File: src/rtl/frame_scheduler.sv
// -----------------------------------------------------------------------------
// frame_scheduler
//   Frame-level scheduler sitting above the pixel sensor state machine.
//   Arbitrates single-shot and continuous capture requests, latches the
//   exposure length per frame, issues a one-cycle start to the sensor core,
//   waits for the core's frame-done pulse, enforces an inter-frame gap,
//   counts completed frames and flags timeouts and lost requests.
//
// Parameters
//   EXP_W          width of exposure length (clk cycles)
//   GAP_CYCLES     idle cycles forced between frame-done and next launch (0 ok)
//   TIMEOUT_CYCLES maximum RUN cycles before a frame is declared failed (>=2)
//   FRAME_CNT_W    width of the completed-frame counter
//
// Ports
//   clk                   main clock
//   reset                 asynchronous, active-low reset
//   single_req            single-shot request, rising edge detected here
//   cont_en               continuous capture while high
//   expose_cycles         requested exposure length
//   abort                 synchronous abort of current or pending work
//   err_clr               clears the sticky error flags
//   sensor_start          one-cycle start pulse to the sensor core
//   sensor_expose_cycles  exposure length latched for the current frame
//   sensor_done           one-cycle end-of-readout pulse from the core
//   busy                  high in LAUNCH, RUN and GAP
//   single_ack            one-cycle pulse when a single-shot frame completes
//   frame_count           completed frames, wraps
//   timeout_err           sticky timeout flag
//   overrun               sticky lost-request flag
// -----------------------------------------------------------------------------
module frame_scheduler #(
  parameter int EXP_W          = 8,
  parameter int GAP_CYCLES     = 4,
  parameter int TIMEOUT_CYCLES = 1024,
  parameter int FRAME_CNT_W    = 16
) (
  input  logic                   clk,
  input  logic                   reset,
  input  logic                   single_req,
  input  logic                   cont_en,
  input  logic [EXP_W-1:0]       expose_cycles,
  input  logic                   abort,
  input  logic                   err_clr,
  output logic                   sensor_start,
  output logic [EXP_W-1:0]       sensor_expose_cycles,
  input  logic                   sensor_done,
  output logic                   busy,
  output logic                   single_ack,
  output logic [FRAME_CNT_W-1:0] frame_count,
  output logic                   timeout_err,
  output logic                   overrun
);

  localparam int TO_W  = (TIMEOUT_CYCLES > 2) ? $clog2(TIMEOUT_CYCLES) : 1;
  localparam int GAP_W = (GAP_CYCLES > 2) ? $clog2(GAP_CYCLES) : 1;
  localparam logic [TO_W-1:0]  TO_LAST  = TO_W'(TIMEOUT_CYCLES - 1);
  localparam logic [GAP_W-1:0] GAP_LAST = (GAP_CYCLES > 0) ? GAP_W'(GAP_CYCLES - 1) : '0;

  typedef enum logic [1:0] {
    S_IDLE,
    S_LAUNCH,
    S_RUN,
    S_GAP
  } state_t;

  state_t           state;
  logic             single_req_q;
  logic             pending;
  logic             kind_single;
  logic [TO_W-1:0]  run_cnt;
  logic [GAP_W-1:0] gap_cnt;

  logic             req_edge;
  logic             req_lost;
  logic [EXP_W-1:0] exp_clamped;

  assign req_edge    = single_req & ~single_req_q;
  // An edge arriving while one request is already queued has nowhere to go.
  assign req_lost    = req_edge & pending & ~abort;
  assign exp_clamped = (expose_cycles == '0) ? EXP_W'(1) : expose_cycles;

  always_ff @(posedge clk or negedge reset) begin
    if (!reset) begin
      state                <= S_IDLE;
      single_req_q         <= 1'b0;
      pending              <= 1'b0;
      kind_single          <= 1'b0;
      run_cnt              <= '0;
      gap_cnt              <= '0;
      sensor_start         <= 1'b0;
      sensor_expose_cycles <= '0;
      busy                 <= 1'b0;
      single_ack           <= 1'b0;
      frame_count          <= '0;
      timeout_err          <= 1'b0;
      overrun              <= 1'b0;
    end else begin
      single_req_q <= single_req;
      sensor_start <= 1'b0;
      single_ack   <= 1'b0;

      // Clear first so that a same-cycle set (assigned later) wins.
      if (err_clr) begin
        timeout_err <= 1'b0;
        overrun     <= 1'b0;
      end
      if (req_lost) overrun <= 1'b1;

      // Edges seen while busy are queued; in IDLE they launch directly below.
      if (abort) pending <= 1'b0;
      else if (req_edge && state != S_IDLE) pending <= 1'b1;

      case (state)
        S_IDLE: begin
          if (!abort && (pending || req_edge || cont_en)) begin
            state                <= S_LAUNCH;
            sensor_start         <= 1'b1;
            busy                 <= 1'b1;
            sensor_expose_cycles <= exp_clamped;
            // A queued or fresh single always beats continuous mode.
            kind_single          <= pending | req_edge;
            pending              <= 1'b0;
          end
        end

        S_LAUNCH: begin
          if (abort) begin
            state <= S_IDLE;
            busy  <= 1'b0;
          end else begin
            state   <= S_RUN;
            run_cnt <= '0;
          end
        end

        S_RUN: begin
          if (abort) begin
            state <= S_IDLE;
            busy  <= 1'b0;
          end else if (sensor_done || run_cnt == TO_LAST) begin
            if (sensor_done) begin
              frame_count <= frame_count + FRAME_CNT_W'(1);
              single_ack  <= kind_single;
            end else begin
              timeout_err <= 1'b1;
            end
            if (GAP_CYCLES == 0) begin
              state <= S_IDLE;
              busy  <= 1'b0;
            end else begin
              state   <= S_GAP;
              gap_cnt <= '0;
            end
          end else begin
            run_cnt <= run_cnt + TO_W'(1);
          end
        end

        S_GAP: begin
          if (abort || gap_cnt == GAP_LAST) begin
            state <= S_IDLE;
            busy  <= 1'b0;
          end else begin
            gap_cnt <= gap_cnt + GAP_W'(1);
          end
        end

        default: begin
          state <= S_IDLE;
          busy  <= 1'b0;
        end
      endcase
    end
  end

endmodule

File: config.mk
export PLATFORM = sky130hd
export DESIGN_NAME = frame_scheduler
export DESIGN_NICKNAME = d
export VERILOG_FILES = /design/src/rtl/frame_scheduler.sv
export SDC_FILE = /design/constraint.sdc
export NUM_CORES = 1
export LEC_CHECK = 0
export BUFFER_PORTS_ARGS = -buffer_cell sky130_fd_sc_hd__buf_2
export CORE_ASPECT_RATIO = 0.6
export CORE_UTILIZATION = 54
export CTS_CLUSTER_DIAMETER = 80
export DETAILED_ROUTE_END_ITERATION = 6
export GPL_TIMING_DRIVEN = 0
export PLACE_DENSITY = 0.79
export SETUP_SLACK_MARGIN = 0.02
export SLEW_MARGIN = 20
export SYNTH_ARGS = -nofsm -noshare
export SYNTH_HDL_FRONTEND = slang
export SYNTH_SLANG_ARGS = --single-unit
File: constraint.sdc
create_clock -name clk -period 2.11 [get_ports clk]
set_clock_uncertainty 0.15 [all_clocks]
set_input_delay 0.3165 -clock clk [delete_from_list [all_inputs] [get_ports clk]]
set_output_delay 0.3165 -clock clk [all_outputs]
set_load 0.005 [all_outputs]
==> run_results.csv <==
group,metric,value,unit
sta,worstMarginPinSlew,0.5626,ns
route,wl_per_cell,13.74,um
sta,slew-limit-headroom,62.50,%
power_and_ir_drop,power_leakage,1.349,nW
clock_network,cts-htree-levels,2,
die,core_area,3786,um^2
global_route,grt_pass1_wl,6679,um
setup_path,critPathLaunchType,"input pin",
sta,hold_viol,0,
clock_network,cts_setup_buffers,0,
placement,gp_congestion,0.7953,
route,initialDrtViolationCount,61,
placement,dp_hpwl,2978,um
sta,drv_slew,0,
die,dieArea,4329,um^2
layout,stdcell_count,300,
power_and_ir_drop,total_power,2.581,mW
sta,setup_ws,0.08816,ns
power_and_ir_drop,vdd_drop_max,0.0008131,V
hold_path,hold_path.class,"input pin to flip-flop",
placement,dpl_worst_slack,-0.05368,ns
placement,portBuffers,43,
route,antenna_left,0,
yosys,yosys_warnings,0,
die,die_h,51.37,um
route,wirelength,4123,um
clock_network,cts_tree,"done",
power_and_ir_drop,comb_power_share,24.5,%
clock_network,clk_path_buf_depth,2,
sta,rsz0062_at_grt,"no",
yosys,avgSynthCellArea,10.97,um^2
sta,fin_setup_tns,0,ns
power_and_ir_drop,p_switching,732.9,uW
layout,layout.nets,274,
setup_path,critPathRequiredTime,2.15,ns
clock_network,cts_root_buffer,"clkbuf_8",
yosys,ys_seq_elements,46,
global_route,grt_overflow,0,
yosys,netlist.area_leader.share,52.48,%
setup_path,endpoint_kind,"flip-flop",
yosys,synthArstFlopShare,100.0,%
yosys,syn_nets,222,
route,wl_met2,1666,um
sta,fmax,0.4946,GHz
yosys,synth_area,2193,um^2
clock_network,insertion_delay,0.30,ns
global_route,antenna_found_initial,0,
yosys,synth_seq_area_share,52.48,%
yosys,synth_flop_cell,"dfrtp_1",
die,std_cell_rows,17,
global_route,grt_pass1_vias,1433,
layout,finalInstanceArea,2658,um^2
global_route,grt_max_degree,47,
clock_network,cts_made_buffers,5,
yosys,synth_cell_type_count,42,
die,start_util,57.93,%
run_status,outcome,"finished with violations",
yosys,synthTopCellsByArea,"dfrtp_1 52%, mux2_2 5.1%, ha_1 4.0%, xnor2_1 4.0%, o21ai_0 3.9%",
sta,final-setup-viol-count,0,
run_status,violations,"DRC",
route,via_per_inst,5.283,
die,io-pin-count,44,
flow_run,max_cap_viol_count,0,
layout,final_cell_mix,"46 x buf_2, 46 x dfrtp_1, 19 x nand2_1, 17 x o21ai_0",
power_and_ir_drop,pwr-share-seq,45.2,%
die,die-width,84.28,um
setup_path,crit_type,"input pin to flip-flop",
yosys,synthCells,200,
setup_path,cp_max_fo,10,
placement,place_area,2467,um^2
setup_path,arrival,2.06,ns
yosys,synth-edff-count,0,
route,met3_length,226,um
placement,dp_cells,290,
layout,synthToLayoutAreaGrowth,21.16,%
route,firstDrtPassIters,6,
layout,n_antenna_cell,0,
power_and_ir_drop,power.density,971.3,nW/um^2
global_route,grtUsageTotal,21.05,%
route,drc,4,
power_and_ir_drop,p_int,1.848,mW
layout,drive_above_1_share,32.02,%
route,wirelength_met1,2170,um
clock_network,path_clk_slew,0.09,ns
power_and_ir_drop,p_clk_share,30.3,%
sta,min_period_over_period,95.82,%
route,dr.max_layer_used,"met4",
route,vias,1585,
clock_network,cts.sinks,46,
power_and_ir_drop,netSwitchingFraction,28.39,%
yosys,synth_top_area_cell,"dfrtp_1",
sta,fin_crit,2.022,ns
==> power groups by stage <==
| stage | clock network [mW] | logic [mW] | registers, mW |
|---|---|---|---|
| 6_report | 0.782 | 0.634 | 1.17 |
| 5_1_grt | 0.828 | 0.708 | 1.19 |
| 4_1_cts | 0.792 | 0.637 | 1.16 |
| 3_5_place_dp | 0 | 0.620 | 1.18 |
| 3_3_place_gp | 0 | 0.604 | 1.17 |
| 2_1_floorplan | 0 | 0.381 | 1.18 |
==> metal layers <==
layer  vias to the layer above  global-route usage, %
li1                        804                      -
met2                        45                  29.51
met3                         6                  6.785
met4                         0                  8.621
met1                       730                  30.18
met5                         -                      0
==> path summary, 6_finish.rpt <==
kind                       slack, ns             from  cells after the start                 endpoint
setup / recovery                0.09       single_req                      7  sensor_expose_cycles[5]
hold / removal                  0.07          err_clr                      2              timeout_err
setup reg to reg                0.11         state[1]                      6  sensor_expose_cycles[5]
hold reg to reg                 0.32  frame_count[15]                      1          frame_count[15]
max in group asynchronous       1.03            reset                      2               gap_cnt[0]
min in group asynchronous       0.39            reset                      2               run_cnt[8]
==> layout make-up <==
cell class	instances	area [um^2]
Buffer	5	31.28
Clock buffer	5	68.82
Clock inverter	3	68.82
Fill cell	285	1129
Inverter	10	37.54
Multi-Input combinational cell	139	1003
Sequential cell	46	1151
Tap cell	47	58.81
Timing Repair Buffer	45	237.7
==> flip-flops by register name, indices dropped and copies added (netlist names), 2 cells and up <==
name                  count
frame_count              16
gap_cnt                   2
run_cnt                  10
sensor_expose_cycles      8
state                     2
==> cell usage after synthesis (all sizes together) (2+ instances only) <==
library cell	n
buf	5
a21oi	3
nand2	20
and3	2
mux2	10
nor2	10
o21ai	20
nor2b	2
a22o	2
nor3	11
a21o	3
and4	3
ha	7
xor2	5
nand4	3
nand3	11
nand2b	2
mux2i	2
inv	10
dfrtp	46
xnor2	10
==> cell families (layout without fill, tap and decap cells) <==
kind of cell / count (synthesis) / count (layout) / synth area share [%]
xor+xnor: 15 / 15 / 5.989
compound gates: 34 / 34 / 10.04
fa+ha+maj: 7 / 7 / 3.993
flops: 46 / 46 / 52.48
simple gates: 71 / 71 / 18.31
mux: 12 / 12 / 6.047
buf+inv: 15 / 68 / 3.138
==> through the flow <==
step / util [%] / hold WS, ns
after floorplan: - / -0.1291
after global placement: 65.17 / 0.2873
after detailed placement: 65.17 / 0.2919
after CTS: 69.56 / 0.05419
after global routing: 70.19 / 0.07122
final: 70.19 / 0.07368
==> worst max-delay path, cell delays in order <==
cell           delay [ns]
dlygate4sd3_1        0.53
buf_2                0.11
nor2b_1              0.25
nor3_2               0.08
or2_2                0.29
buf_2                0.19
mux2_2               0.29
==> repair_timing <==
action | CTS | global route
pin swaps | 0 | 1
endpoints found under the hold margin | 1 | 46
hold buffers | 1 | 1
endpoints found under the setup margin | 7 | 14
resized for setup | 3 | 3
Note: power is estimated with default switching activity, not from simulation.
